File: config.mk
export PLATFORM = sky130hd
export DESIGN_NAME = csm_multiport_mem
export DESIGN_NICKNAME = d
export VERILOG_FILES = /design/src/rtl/csm_multiport_mem.sv
export SDC_FILE = /design/constraint.sdc
export NUM_CORES = 1
export LEC_CHECK = 0
export CAP_MARGIN = 20
export CELL_PAD_IN_SITES_DETAIL_PLACEMENT = 1
export CELL_PAD_IN_SITES_GLOBAL_PLACEMENT = 1
export CORE_ASPECT_RATIO = 0.7
export CORE_MARGIN = 2
export CORE_UTILIZATION = 44
export CTS_CLUSTER_SIZE = 30
export DETAILED_ROUTE_END_ITERATION = 7
export MAX_ROUTING_LAYER = met4
export PLACE_DENSITY_LB_ADDON = 0.08
export SYNTH_ARGS = -nofsm -noshare
export SYNTH_HDL_FRONTEND = slang
export SYNTH_SLANG_ARGS = --single-unit
export TNS_END_PERCENT = 50
File: constraint.sdc
create_clock -name clk -period 5.2 [get_ports clk]
set_clock_uncertainty 0.05 [all_clocks]
set_input_delay 1.56 -clock clk [delete_from_list [all_inputs] [get_ports clk]]
set_output_delay 1.56 -clock clk [all_outputs]
set_load 0.02 [all_outputs]
File: src/rtl/csm_multiport_mem.sv
// csm_multiport_mem: N-port shared register memory, round-robin arbitration, exclusive hold lock
// Optional HOLD_TIMEOUT_EN: an idle hold auto-expires after HOLD_TIMEOUT cycles
module csm_multiport_mem #(
  parameter int N_PORTS      = 2,
  parameter int DATA_W       = 8,
  parameter int DEPTH        = 4,
  parameter int HOLD_TIMEOUT = 64,
  localparam int ADDR_W = $clog2(DEPTH),
  localparam int PID_W  = (N_PORTS > 2) ? $clog2(N_PORTS) : 1
) (
  input  logic                      clk,
  input  logic                      reset_n,
  input  logic [N_PORTS-1:0]        req_valid,
  input  logic [2*N_PORTS-1:0]      req_op,
  input  logic [ADDR_W*N_PORTS-1:0] req_addr,
  input  logic [DATA_W*N_PORTS-1:0] req_wdata,
  output logic [N_PORTS-1:0]        req_ready,
  output logic [N_PORTS-1:0]        rsp_valid,
  output logic [DATA_W*N_PORTS-1:0] rsp_rdata,
  output logic [N_PORTS-1:0]        rsp_err,
  output logic                      hold_active,
  output logic [PID_W-1:0]          hold_owner,
  output logic                      hold_expired
);
  localparam logic [1:0] OP_RD = 2'b00, OP_WR = 2'b01, OP_HOLD = 2'b10, OP_REL = 2'b11;
  logic [PID_W-1:0] rr_ptr_q, rr_ptr_d, hold_owner_q, hold_owner_d, gid;
  logic hold_active_q, hold_active_d, hold_expired_q, hold_expired_d;
  logic found, err, ok, is_owner, expire;
  logic [1:0] op;
  logic [ADDR_W-1:0] addr;
  logic [DATA_W-1:0] wdata, rdata;
  logic [DATA_W-1:0] mem_q [DEPTH];
  logic [DATA_W-1:0] mem_d [DEPTH];
  logic [N_PORTS-1:0] rsp_valid_q, rsp_valid_d, rsp_err_q, rsp_err_d;
  logic [DATA_W*N_PORTS-1:0] rsp_rdata_q, rsp_rdata_d;
`ifdef HOLD_TIMEOUT_EN
  logic [15:0] cnt_q, cnt_d;
`endif
  always_comb begin
    found = 1'b0;
    gid = '0;
    for (int i = 0; i < N_PORTS; i++) begin
      if (!found && req_valid[(int'(rr_ptr_q) + i) % N_PORTS]) begin
        found = 1'b1;
        gid = PID_W'((int'(rr_ptr_q) + i) % N_PORTS);
      end
    end
  end
  assign req_ready = found ? (N_PORTS'(1) << gid) : '0;
  always_comb begin
    op = req_op[2*int'(gid) +: 2];
    addr = req_addr[ADDR_W*int'(gid) +: ADDR_W];
    wdata = req_wdata[DATA_W*int'(gid) +: DATA_W];
    is_owner = hold_active_q && hold_owner_q == gid;
    err = int'(addr) >= DEPTH || (hold_active_q && !is_owner) || (!hold_active_q && op == OP_REL);
    ok = found && !err;
    rdata = (ok && op == OP_RD) ? mem_q[addr] : '0;
    mem_d = mem_q;
    if (ok && op == OP_WR) mem_d[addr] = wdata;
    rsp_valid_d = req_ready;
    rsp_err_d = err ? req_ready : '0;
    rsp_rdata_d = '0;
    rsp_rdata_d[DATA_W*int'(gid) +: DATA_W] = rdata;
    rr_ptr_d = found ? ((int'(gid) == N_PORTS - 1) ? '0 : gid + 1'b1) : rr_ptr_q;
`ifdef HOLD_TIMEOUT_EN
    cnt_d = (!hold_active_q || (found && is_owner)) ? '0 : cnt_q + 16'd1;
    // an owner op accepted in the expiry cycle keeps the lock alive
    expire = hold_active_q && !(found && is_owner) && cnt_d == 16'(HOLD_TIMEOUT);
`else
    expire = 1'b0;
`endif
    hold_expired_d = expire;
    hold_active_d = hold_active_q;
    hold_owner_d = hold_owner_q;
    if (ok && op == OP_HOLD && !hold_active_q) begin
      hold_active_d = 1'b1;
      hold_owner_d = gid;
    end
    if ((ok && op == OP_REL) || expire) begin
      hold_active_d = 1'b0;
      hold_owner_d = '0;
    end
  end
  always_ff @(posedge clk or negedge reset_n) begin
    if (!reset_n) begin
      for (int i = 0; i < DEPTH; i++) mem_q[i] <= '0;
      rr_ptr_q <= '0;
      hold_active_q <= 1'b0;
      hold_owner_q <= '0;
      hold_expired_q <= 1'b0;
      rsp_valid_q <= '0;
      rsp_err_q <= '0;
      rsp_rdata_q <= '0;
`ifdef HOLD_TIMEOUT_EN
      cnt_q <= '0;
`endif
    end else begin
      mem_q <= mem_d;
      rr_ptr_q <= rr_ptr_d;
      hold_active_q <= hold_active_d;
      hold_owner_q <= hold_owner_d;
      hold_expired_q <= hold_expired_d;
      rsp_valid_q <= rsp_valid_d;
      rsp_err_q <= rsp_err_d;
      rsp_rdata_q <= rsp_rdata_d;
`ifdef HOLD_TIMEOUT_EN
      cnt_q <= cnt_d;
`endif
    end
  end
  assign rsp_valid = rsp_valid_q;
  assign rsp_err = rsp_err_q;
  assign rsp_rdata = rsp_rdata_q;
  assign hold_active = hold_active_q;
  assign hold_owner = hold_owner_q;
  assign hold_expired = hold_expired_q;
endmodule

==> summary.md, run 1 <==
| Metric | Value |
|---|---|
| Outcome | `completed` |
| Final instance area | `about 0.0032 sq mm` |
| Min Tclk post-route | `4.70 ns` |
| Vias in the first global route | `around 1.8k` |
| Fin cells | `313` |
| RSZ-0062 raised after global routing | `no` |
| CTS tree | `built` |
| Hold WC Path Type | `reg -> reg` |
| Buffers on Ports | `51` |
| Core area | `about 0.0053 sq mm` |
| CTS Buffer Depth | `2` |
| Fraction of layout cells with a size suffix above 1 | `0.212` |
| Fin Setup TNS | `0 ns` |
| Post-synthesis register bit count | `55` |
| Drt pass-1 iters | `4` |
| Top-count cell post-synth | `dfrtp_1` |
| Post-Place Cells | `a little over 300` |
| Clock Latency Late Sink | `0.31 ns` |
| Worst r2r dst | `mem_q[21]` |
| Final HPWL DP | `4.12 mm` |
| Remaining DRCs | `0` |
| Slowest-stage cell, CP | `clkdlybuf4s50_1` |
| # setup viols final | `0` |
| Max cap viols | `0` |
| Crit path launch type | `primary input` |
| Post-Place Setup Slack | `0.491 ns` |
| Clock transition at path regs | `0.10 ns` |
| Highest Signal Layer | `met4` |
| IO Count | `53` |
| Worst hold endpoint | `mem_q[9]` |
| Die Y-Extent | `67.0 um` |
| Clock Tree Root | `clkbuf_8` |
| Top FF cell, synth | `dfrtp_1` |
| Worst rel slew slack | `0.278` |
| Max IR drop VDD | `0.231 mV` |
| Count of cell types in the netlist | `38` |
| Worst-path fanout max | `7` |
| DRT Wirelength | `5.51 mm` |
| Overall power | `1.30 mW` |
| Routed Antenna Nets | `0` |
| Synth top area share | `0.552` |
| Synth-to-Final Area Change | `28.4%` |
| Htree depth | `2` |
| Global Route Usage Sum | `0.205` |
| Hold Fails Final Rpt | `0` |
| Pins Over Slew Limit | `0` |
| Clock sink count | `55` |
| Reg2Reg Depth | `7` |
| Sequential fraction of the synthesis area | `0.552` |
| F_max | `213 MHz` |
| Worst hold stages | `1` |
| Largest net degree at the start of global routing | `56` |
| Util after Layout | `0.599` |
| R2r startpoint | `rr_ptr_q` |
| Syn avg cell area | `around 13 sq um` |
| Post-cts hold buffer count | `0` |
| Post-Syn Area | `approximately 0.0025 sq mm` |
| Top cells by count, synth | `dfrtp_1 (55), nand2_1 (28), and2_1 (16)` |
| Wire length on met1 | `2.64 mm` |
| Initial Util | `0.466` |
| CTS buffer count | `5` |
| Initial antenna violation count | `0` |
| Antenna Cells | `0` |
| Yosys warnings | `0` |
| Synthesized instance count | `185` |
| Async SR Flop Fraction | `1.00` |
| Worst-Margin Slew | `roughly 1.1 ns` |
| Post-DR wirelength/cell | `17.6 um` |
| Leakage | `between 1 and 1.5 nW` |
| Buffers & Inverters on Critical Path | `3` |
| DR vias | `1630` |
| Row cnt | `22` |
| Die area | `between 0.006 and 0.007 sq mm` |
| CP Class | `in -> out` |
| First-pass GRT wire length | `9.32 mm` |
| Total grt overflow | `0` |
| Final WS setup | `0.496 ns` |
| Most frequent cell on the critical path | `clkdlybuf4s50_1` |
| Routed wl met2 | `about 2.7 mm` |
| Post-cts resize count | `0` |
| Fin crit share | `0.905` |
| Initial DRC count | `61` |
| CP arrival | `3.09 ns` |
| PD cells | `slightly above 400 mW/mm^2` |
| CP peak stage delay | `0.61 ns` |
| Synth area leaders | `dfrtp_1 (55%), mux4_2 (7.2%), mux2_2 (6.8%)` |
| Vias per cell | `5.21` |
| Wire length on met3 | `175 um` |
| Data required, critical path | `3.59 ns` |
| Final Hold Slack | `0.456 ns` |
| Post-placement cell area | `slightly above 0.003 sq mm` |
| Placer Congestion | `0.767` |
| Worst setup EP type | `primary output` |
| Crit path max-delay family | `buffers and inverters` |
| Hold Crit Start | `mem_q[9]` |
| EDFF count, synth | `0` |
| Syn Nets | `between 200 and 250` |
| Post-CTS Setup Repair Bufs | `0` |
| Worst path cell trace | `clkdlybuf4s50_1 -> a21bo_2 -> inv_1 -> clkdlybuf4s50_1` |
| Area leader, netlist | `dfrtp_1` |
| Reg-to-reg slack, setup | `2.37 ns` |
| Worst path depth | `4` |
| Die width | `~94 um` |
| Final #Nets | `roughly 270` |
==> worst max-delay path by stage <==
stage,start,endpoint,slack (ns)
after floorplan,req_valid[0],req_ready[1],1.27
after global placement,req_valid[1],req_ready[0],0.57
after detailed placement,req_valid[1],req_ready[0],0.49
after CTS,req_valid[1],req_ready[0],0.49
after global routing,req_valid[1],req_ready[0],0.45
final,req_valid[1],req_ready[0],0.50
==> state kept, by name (all words and copies together), names as in the netlist <==
name         count
rsp_valid        2
mem_q           32
rsp_rdata       16
rsp_err          2
rr_ptr_q         1
hold_owner       1
hold_active      1
==> cells in the final DEF (no fill, tap or decap), types with 4 or more instances in the layout <==
master,synthesis,routed
clkdlybuf4s50_1,0,50
mux2_4,8,8
nor2_1,4,4
and2_1,16,16
clkbuf_8,0,5
mux2_1,10,10
mux2_2,15,15
buf_4,3,6
mux2i_1,4,4
mux4_2,8,8
dfrtp_1,55,55
nand2_1,28,28
==> report_power, final <==
part           internal (mW)  total, mW  switching, mW
Combinational          0.222      0.371          0.149
Clock                  0.146      0.290          0.144
Sequential             0.562      0.640         0.0779
Total                  0.930       1.30          0.371
==> cell type report <==
| type | instances | area, sq um |
|---|---|---|
| Multi-Input combinational cell | 118 | 1050 |
| Tap cell | 72 | 90.1 |
| Timing Repair Buffer | 57 | 551 |
| Inverter | 3 | 11.3 |
| Sequential cell | 55 | 1380 |
| Clock buffer | 5 | 68.8 |
| Fill cell | 540 | 2140 |
| Clock inverter | 3 | 47.5 |
==> worst reg2reg max path: cells and delay by family (launching register included) <==
kind,cells,cell delay [ns]
buffers and inverters,2,0.49
multiplexers,2,0.64
flip-flops,1,0.42
AND/OR/NAND/NOR,3,1.10
==> layer usage <==
layer | vias to the layer above | track usage
met2 | 36 | 0.333
met4 | 0 | 0.0435
li1 | 758 | -
met3 | 5 | 0.0373
met1 | 831 | 0.275
met5 | - | -
==> logic make-up (layout without fill, tap and decap cells) <==
logic type	after synthesis	count (layout)	share of synthesized area
DFF	55	55	0.552
xor gates and xnor gates	1	1	0.00352
AOI/OAI and AO/OA	12	12	0.0412
muxes	45	45	0.250
other	1	1	0.00151
and+or+nand+nor	59	59	0.128
buffers and inverters	12	68	0.0241
Note: power is estimated with default switching activity, not from simulation.
==> run 2: changes to the inputs <==
HOLD_SLACK_MARGIN = 0.15   (was not set)
==> results of run 2 <==
No change in the layout: final DEF, timing and power equal those of run 1.
==> run 3: changes to the inputs <==
REMOVE_ABC_BUFFERS = 1   (was not set)
==> run 3 against run 2 <==
  * Clock power down 19%
  * Global-route usage up 0.34 points
  * Die area unchanged
==> summary.md, run 3 (synthesis gave the netlist of run 1 again) <==
| Metric | Value |
|---|---|
| Outcome | `completed` |
| F_max | `213 MHz` |
| Total grt overflow | `0` |
| Antenna Cells | `0` |
| Vias per cell | `5.30` |
| Overall power | `1.25 mW` |
| Reg2Reg Depth | `7` |
| Number of flip-flops under the largest register name | `32` |
| Worst setup EP type | `primary output` |
| Min Tclk post-route | `4.70 ns` |
| # setup viols final | `0` |
| Post-Place Setup Slack | `slightly above 0.5 ns` |
| Post-CTS Setup Repair Bufs | `0` |
| CTS buffer count | `5` |
| Drt pass-1 iters | `4` |
| Clock sink count | `55` |
| Post-DR wirelength/cell | `18.0 um` |
| Crit path launch type | `primary input` |
| Clock Latency Late Sink | `approximately 0.31 ns` |
| Most frequent cell on the critical path | `clkdlybuf4s50_1` |
| DR vias | `1663` |
| CP Class | `in -> out` |
| Clock transition at path regs | `approximately 0.090 ns` |
| CP peak stage delay | `0.62 ns` |
| Fin Setup TNS | `0 ns` |
| PD cells | `slightly below 400 mW/mm^2` |
| Final HPWL DP | `4.24 mm` |
| Initial DRC count | `32` |
| DRT Wirelength | `5.64 mm` |
| Vias in the first global route | `1835` |
| Max IR drop VDD | `0.273 mV` |
| Largest net degree at the start of global routing | `45` |
| Hold Fails Final Rpt | `0` |
| Crit path max-delay family | `buffers and inverters` |
| CTS Buffer Depth | `2` |
| Worst path depth | `4` |
| Commonest non-fill, non-tap cell in the layout | `dfrtp_1` |
| Die width | `approximately 94 um` |
| Leakage | `1.46 nW` |
| Row cnt | `22` |
| Placer Congestion | `0.777` |
| Commonest non-fill, non-tap cells in the layout | `dfrtp_1 (55), clkdlybuf4s50_1 (50), nand2_1 (28)` |
| Global Route Usage Sum | `0.209` |
| Fraction of layout cells with a size suffix above 1 | `0.211` |
| Final WS setup | `0.498 ns` |
| First-pass GRT wire length | `9.44 mm` |
| Initial antenna violation count | `0` |
| Die Y-Extent | `67.0 um` |
| Die area | `0.00629 sq mm` |
| Worst path cell trace | `clkdlybuf4s50_1 -> a21bo_2 -> inv_1 -> clkdlybuf4s50_1` |
| Htree depth | `2` |
| Pins Over Slew Limit | `0` |
| Buffers & Inverters on Critical Path | `3` |
| Final #Nets | `269` |
| Largest Register | `mem_q` |
| CTS tree | `built` |
| Initial Util | `0.466` |
| IO Count | `53` |
| RSZ-0062 raised after global routing | `no` |
| Worst-path fanout max | `7` |
| Buffers on Ports | `a little over 50` |
| Routed Antenna Nets | `0` |
| Max cap viols | `0` |
| Synth-to-Final Area Change | `28.2%` |
| Worst hold stages | `1` |
| Slowest-stage cell, CP | `clkdlybuf4s50_1` |
| Post-cts resize count | `0` |
| Worst rel slew slack | `0.335` |
| Core area | `roughly 0.0053 sq mm` |
| Remaining DRCs | `0` |
| Worst-Margin Slew | `0.988 ns` |
| Clock Tree Root | `clkbuf_8` |
| Post-cts hold buffer count | `0` |
| Data required, critical path | `between 3 and 4 ns` |
| Final Hold Slack | `0.452 ns` |
| Hold WC Path Type | `reg -> reg` |
| Fin crit share | `0.904` |
| CP arrival | `3.09 ns` |
run 3: cell type report:
class                      count  area [sq um]
tap                           72          90.1
inverter                       3          11.3
timing repair buffer          58           571
clock inverter                 2          17.5
fill                         526          2150
sequential                    55          1380
clock buffer                   6          72.6
multi-input combinational    118          1050
run 3: layer usage:
metal | track usage | wire, um | vias to the layer above
li1 | - | - | 758
met1 | 0.260 | 2550 | 854
met2 | 0.354 | 2760 | 44
met3 | 0.0407 | 266 | 7
met4 | 0.0562 | 62 | 0
met5 | - | 0 | -
run 3: final timing paths:
check | start | endpoint | slack (ns)
max | req_valid[1] | req_ready[0] | 0.50
max in group asynchronous | reset_n | hold_active | 3.52
max reg2reg | rr_ptr_q | mem_q[21] | 2.38
min | mem_q[5] | mem_q[5] | 0.45
min reg2reg | mem_q[5] | mem_q[5] | 0.45
min in group asynchronous | reset_n | rsp_valid[1] | 1.07
run 3: worst register-to-register path, stage by stage (launching register included):
cell and delay [ns]:
dfrtp_1 0.43, nand2b_1 0.24, nand2_2 0.12, buf_4 0.26, mux2i_1 0.22, buf_4 0.24, or4b_1 0.75, mux2_4 0.40
run 3: report_power, final:
part / leakage (nW) / switching, mW / internal, mW
combinational: 0.706 / 0.150 / 0.223
clock: 0.0454 / 0.138 / 0.0969
sequential: 0.709 / 0.0756 / 0.562
total: 1.46 / 0.363 / 0.882
run 3: per-stage QoR:
stage	std cells	area, sq um	util
after floorplan	176	2440	-
after global placement	305	3080	0.577
after detailed placement	306	3100	0.581
after CTS	314	3190	0.598
after global routing	314	3190	0.598
final	314	3190	0.598
